## src/rtl/sample_serializer_pkg.sv

```systemverilog
// Shared constants and state encoding for the sample byte serializer.
package sample_serializer_pkg;

  localparam int unsigned SAMPLE_BYTES = 6;
  localparam int unsigned SAMPLE_W     = 8 * SAMPLE_BYTES;

  typedef enum logic {
    ST_IDLE = 1'b0,
    ST_SEND = 1'b1
  } state_t;

endpackage

```

## src/rtl/sample_serializer.sv

```systemverilog
// Pops one sample from a show-ahead FIFO and streams it out as BYTES bytes
// on a ready/ack byte interface, counting fully transmitted samples.
module sample_serializer
  import sample_serializer_pkg::*;
#(
  parameter int unsigned BYTES     = SAMPLE_BYTES,
  parameter bit          LSB_FIRST = 1'b1,
  parameter int unsigned CNT_W     = 32
) (
  input  logic               clk,
  input  logic               reset_n,
  input  logic               sample_rdy,
  input  logic [8*BYTES-1:0] sample,
  output logic               sample_ack,
  output logic               data_rdy,
  output logic [7:0]         data,
  input  logic               data_ack,
  output logic               data_last,
  output logic               busy,
  output logic [CNT_W-1:0]   sample_count
);

  localparam int unsigned            IDX_W    = (BYTES > 1) ? $clog2(BYTES) : 1;
  localparam logic [IDX_W-1:0]       LAST_IDX = IDX_W'(BYTES - 1);

  state_t             state_q, state_d;
  logic [IDX_W-1:0]   idx_q, idx_d;
  logic [8*BYTES-1:0] hold_q, hold_d;
  logic [CNT_W-1:0]   cnt_q, cnt_d;
  logic               is_last;
  logic [IDX_W-1:0]   sel;

  assign is_last = (idx_q == LAST_IDX);

  always_ff @(posedge clk or negedge reset_n) begin
    if (!reset_n) begin
      state_q <= ST_IDLE;
      idx_q   <= '0;
      hold_q  <= '0;
      cnt_q   <= '0;
    end else begin
      state_q <= state_d;
      idx_q   <= idx_d;
      hold_q  <= hold_d;
      cnt_q   <= cnt_d;
    end
  end

  always_comb begin
    state_d    = state_q;
    idx_d      = idx_q;
    hold_d     = hold_q;
    cnt_d      = cnt_q;
    sample_ack = 1'b0;
    case (state_q)
      ST_IDLE: begin
        if (sample_rdy) sample_ack = 1'b1;
      end
      ST_SEND: begin
        if (data_ack) begin
          if (is_last) begin
            cnt_d = cnt_q + CNT_W'(1);
            if (sample_rdy) sample_ack = 1'b1;
            else            state_d    = ST_IDLE;
          end else begin
            idx_d = idx_q + IDX_W'(1);
          end
        end
      end
      default: state_d = ST_IDLE;
    endcase
    // A pop always (re)loads, covering both the idle start and back-to-back reload.
    if (sample_ack) begin
      hold_d  = sample;
      idx_d   = '0;
      state_d = ST_SEND;
    end
  end

  assign data_rdy     = (state_q == ST_SEND);
  assign busy         = (state_q == ST_SEND);
  assign data_last    = (state_q == ST_SEND) && is_last;
  assign sample_count = cnt_q;
  assign sel          = LSB_FIRST ? idx_q : (LAST_IDX - idx_q);

  always_comb begin
    data = '0;
    for (int unsigned b = 0; b < BYTES; b++) begin
      if (sel == IDX_W'(b)) data = hold_q[8*b +: 8];
    end
  end

endmodule
```

## config.mk

```make
export PLATFORM = sky130hd
export DESIGN_NAME = sample_serializer
export DESIGN_NICKNAME = d
export VERILOG_FILES = /design/src/rtl/sample_serializer_pkg.sv /design/src/rtl/sample_serializer.sv
export SDC_FILE = /design/constraint.sdc
export NUM_CORES = 1
export LEC_CHECK = 0
export ABC_AREA = 1
export CAP_MARGIN = 20
export CORE_MARGIN = 4
export CORE_UTILIZATION = 46
export CTS_CLUSTER_DIAMETER = 30
export DETAILED_ROUTE_END_ITERATION = 6
export PLACE_DENSITY = 0.76
export SYNTH_ARGS = -nofsm -noshare
export SYNTH_HDL_FRONTEND = slang
export SYNTH_SLANG_ARGS = --single-unit
export TNS_END_PERCENT = 5
```

## constraint.sdc

```tcl
create_clock -name clk -period 2.1 [get_ports clk]
set_input_delay 0.42 -clock clk [delete_from_list [all_inputs] [get_ports clk]]
set_output_delay 0.42 -clock clk [all_outputs]
set_load 0.02 [all_outputs]
```

==> flow_summary.ini <==
[outcome]
status = finished with violations
violations = negative setup slack

[yosys]
syn_avg_cell_area_um2 = 7.461
synthTopCellsByCount = 267 x nand2_1, 84 x dfrtp_1, 53 x nand3_1, 47 x nor2_1, 46 x inv_1
synth_area_um2 = 4462
synth_ff_type = dfrtp_1
synth_edf_count = 0
syn_nets = 656
synth_most_common_cell = nand2_1
yosysWarnings = 0
synth_top_area_share_pct = 47.11
syn_inst = 598
yosys.area.top_type = dfrtp_1
synthArstFlopShare_pct = 100.0
synth-seq-cells = 84
synth.yosys.seq_area_share_pct = 47.11
synth_area_leaders = dfrtp_1 47%, nand2_1 22%, nand3_1 5.9%, nor2_1 4.0%, inv_1 3.9%
synth_cell_types = 29

[die]
dieHeight_um = 106.5
dieArea_um2 = 11340
initial_core_util_pct = 47.83
core_area_um2 = 9328
fp.dieW_um = 106.5
ios = 96
rows = 35

[final_layout]
fin_cells = 844
final_cell_area_um2 = 6052
area_growth_pct = 35.64
diodes = 0
utilization_pct = 64.88
fillers = 787
drive_above_1_share_pct = 16.78
nets = 769

[timing]
period_minus_slack_ps = 2344
finalCritPeriodShare_pct = 111.6
worst_pin_slew_ps = 579.0
rsz0062_at_grt = yes
hold_violations = 0
final-setup-viol-count = 9
max_freq_mhz = 426.6
setup_tns_ps = -1674
setup_slack_ps = -244.3
max_slew_margin_pct = 61.40
fin_skew_ps = 9.239
final_max_slew_viol_count = 0

[critical_path]
cp-start-kind = flip-flop
required_ps = 1680
critPathLaunch = idx_q[1]$_DFFE_PN0P_
rr_startpoint = idx_q[1]$_DFFE_PN0P_
critPathCapture = data[5]
regToRegEndpoint = sample_count[18]$_DFFE_PN0P_
rr_worst_depth = 11
end_kind = primary output
crit_fanout = 17
reg2reg_slack_ps = 10
worstSetupPathType = reg -> out
arrival_ps = 1920

[cts]
clk_pin_slew_ps = 80
root_buffer = clkbuf_8
clock-sinks = 84
htree_levels = 3
cts_buffers = 9
cts_tree = done
cts_hold_buf = 0
clockBufferDepth = 2
clock_latency_ps = 350

[pwr]
switching_share_pct = 39.71
p_sw_w = 0.002622
ir_drop_mv = 0.5377
p_int_w = 0.003982
pwr-share-clk_pct = 15.4
power-per-cell-area_nw_per_um2 = 1091
leakage_nw = 3.046
pwr-share-comb_pct = 47.9
power_frac_seq_pct = 36.7

[global_routing]
grtUsageTotal_pct = 21.43
grt_overflow_total = 0
grt_max_degree = 57
antenna_found_initial = 0
grt_pass1_wl_um = 19640
grt_pass1_vias = 4061

[detailed_routing]
drcViolationCount = 0
avgRoutedWirePerCell_um = 14.20
wirelength_um = 11990
ant_nets = 0
drt_iter0_markers = 217
vias_per_cell = 4.944
vias = 4173
drt-pass1-iter-count = 5

[place]
dp_slack_ps = -344.6
port_buffers = 95
dp_hpwl_um = 8618
routabilityCongestion = 0.9291
dp_cells = 827
placedInstanceArea_um2 = 5655

[min_path]
hp-class = in -> async

[run]
cap_violations = 0
-- metrics by stage --
| stage | total power, W | hold slack [ps] |
|---|---|---|
| finish | 0.006604 | 67.52 |
| global route | 0.007036 | 118.1 |
| CTS | 0.006579 | 82.99 |
| detailed placement | 0.005142 | 457.7 |
| global placement | 0.005065 | 451.9 |
| floorplan | 0.003978 | 124.4 |
-- final cells by class --
type / count / area (um^2) / area share (%)
clock buffers: 11 / 141.4 / 2.336
clock inverters: 4 / 26.28 / 0.4342
inverters: 49 / 186.4 / 3.080
multi-input cells: 446 / 2250 / 37.17
flip-flops and latches: 84 / 2102 / 34.73
well taps: 129 / 161.4 / 2.667
repair buffers: 121 / 1185 / 19.58
-- cell families after synthesis --
logic type / share of synthesized area [%]
xor+xnor: 3.730
flops: 47.11
fa+ha+maj: 1.683
buf+inv: 6.899
compound gates: 1.570
simple gates: 39.01
-- sequential cells by signal, summed over array words and instances, names as in the netlist --
signal,cells
busy,1
hold_q,48
idx_q,3
sample_count,32
-- cell usage in the layout (no fill, tap or decap), types with 2 or more instances in the layout --
cell type and count:
clkbuf_8 10, buf_8 2, xnor2_1 9, nand2_2 10, inv_1 43, buf_12 2
o21ai_0 11, ha_1 3, nand2_1 260, buf_6 7, clkdlybuf4s50_1 84, inv_2 5
ha_4 2, nor2_1 47, clkinv_2 2, nor2_4 4, nand3_2 25, or2_2 14
nand2_4 3, dfrtp_1 84, nand4_1 4, nor3_1 4, xor2_1 10, nand3b_1 5
nand3_1 28, buf_4 26
-- power by group through the flow --
stage | Sequential, W | Combinational (W) | Clock (W)
floorplan | 0.00237 | 0.00160 | 0
detailed placement | 0.00243 | 0.00271 | 0
finish | 0.00242 | 0.00316 | 0.00102
global route | 0.00248 | 0.00346 | 0.00110
CTS | 0.00241 | 0.00312 | 0.00105
global placement | 0.00242 | 0.00265 | 0
-- worst min path at each step --
stage,from,to,slack (ps),depth (start not counted)
after floorplan,reset_n,busy$_DFF_PN0_,120,0
after global placement,reset_n,sample_count[6]$_DFFE_PN0P_,450,1
after detailed placement,reset_n,sample_count[6]$_DFFE_PN0P_,460,1
after CTS,reset_n,sample_count[14]$_DFFE_PN0P_,80,1
after global routing,reset_n,sample_count[14]$_DFFE_PN0P_,120,1
final,reset_n,sample_count[6]$_DFFE_PN0P_,70,1
-- critical path: stages (launching register included) --
cell     delay, ps
dfrtp_1        410
inv_2           80
ha_2           200
buf_12         150
nor2_1         130
nand2_1         80
nand3_1        110
nand3_2         90
nand3_2         70
nand3_2         80
nand2_2         70
buf_6          110
-- layer usage --
metal,share of wire (%),track usage [%],vias up
met5,0,0,-
met4,1.5,6.667,0
met3,4.8,2.914,19
met2,48,34.62,124
met1,46,30.06,1973
li1,-,-,2057
-- what timing repair did --
action / 4_1_cts / 5_1_grt
buffers inserted: 3 / 0
setup endpoints to repair: 23 / 44
hold endpoints to repair: 0 / 0
pin swaps: 19 / 7
gates resized for setup: 95 / 16
No activity file was read; power rests on OpenSTA's default activity.
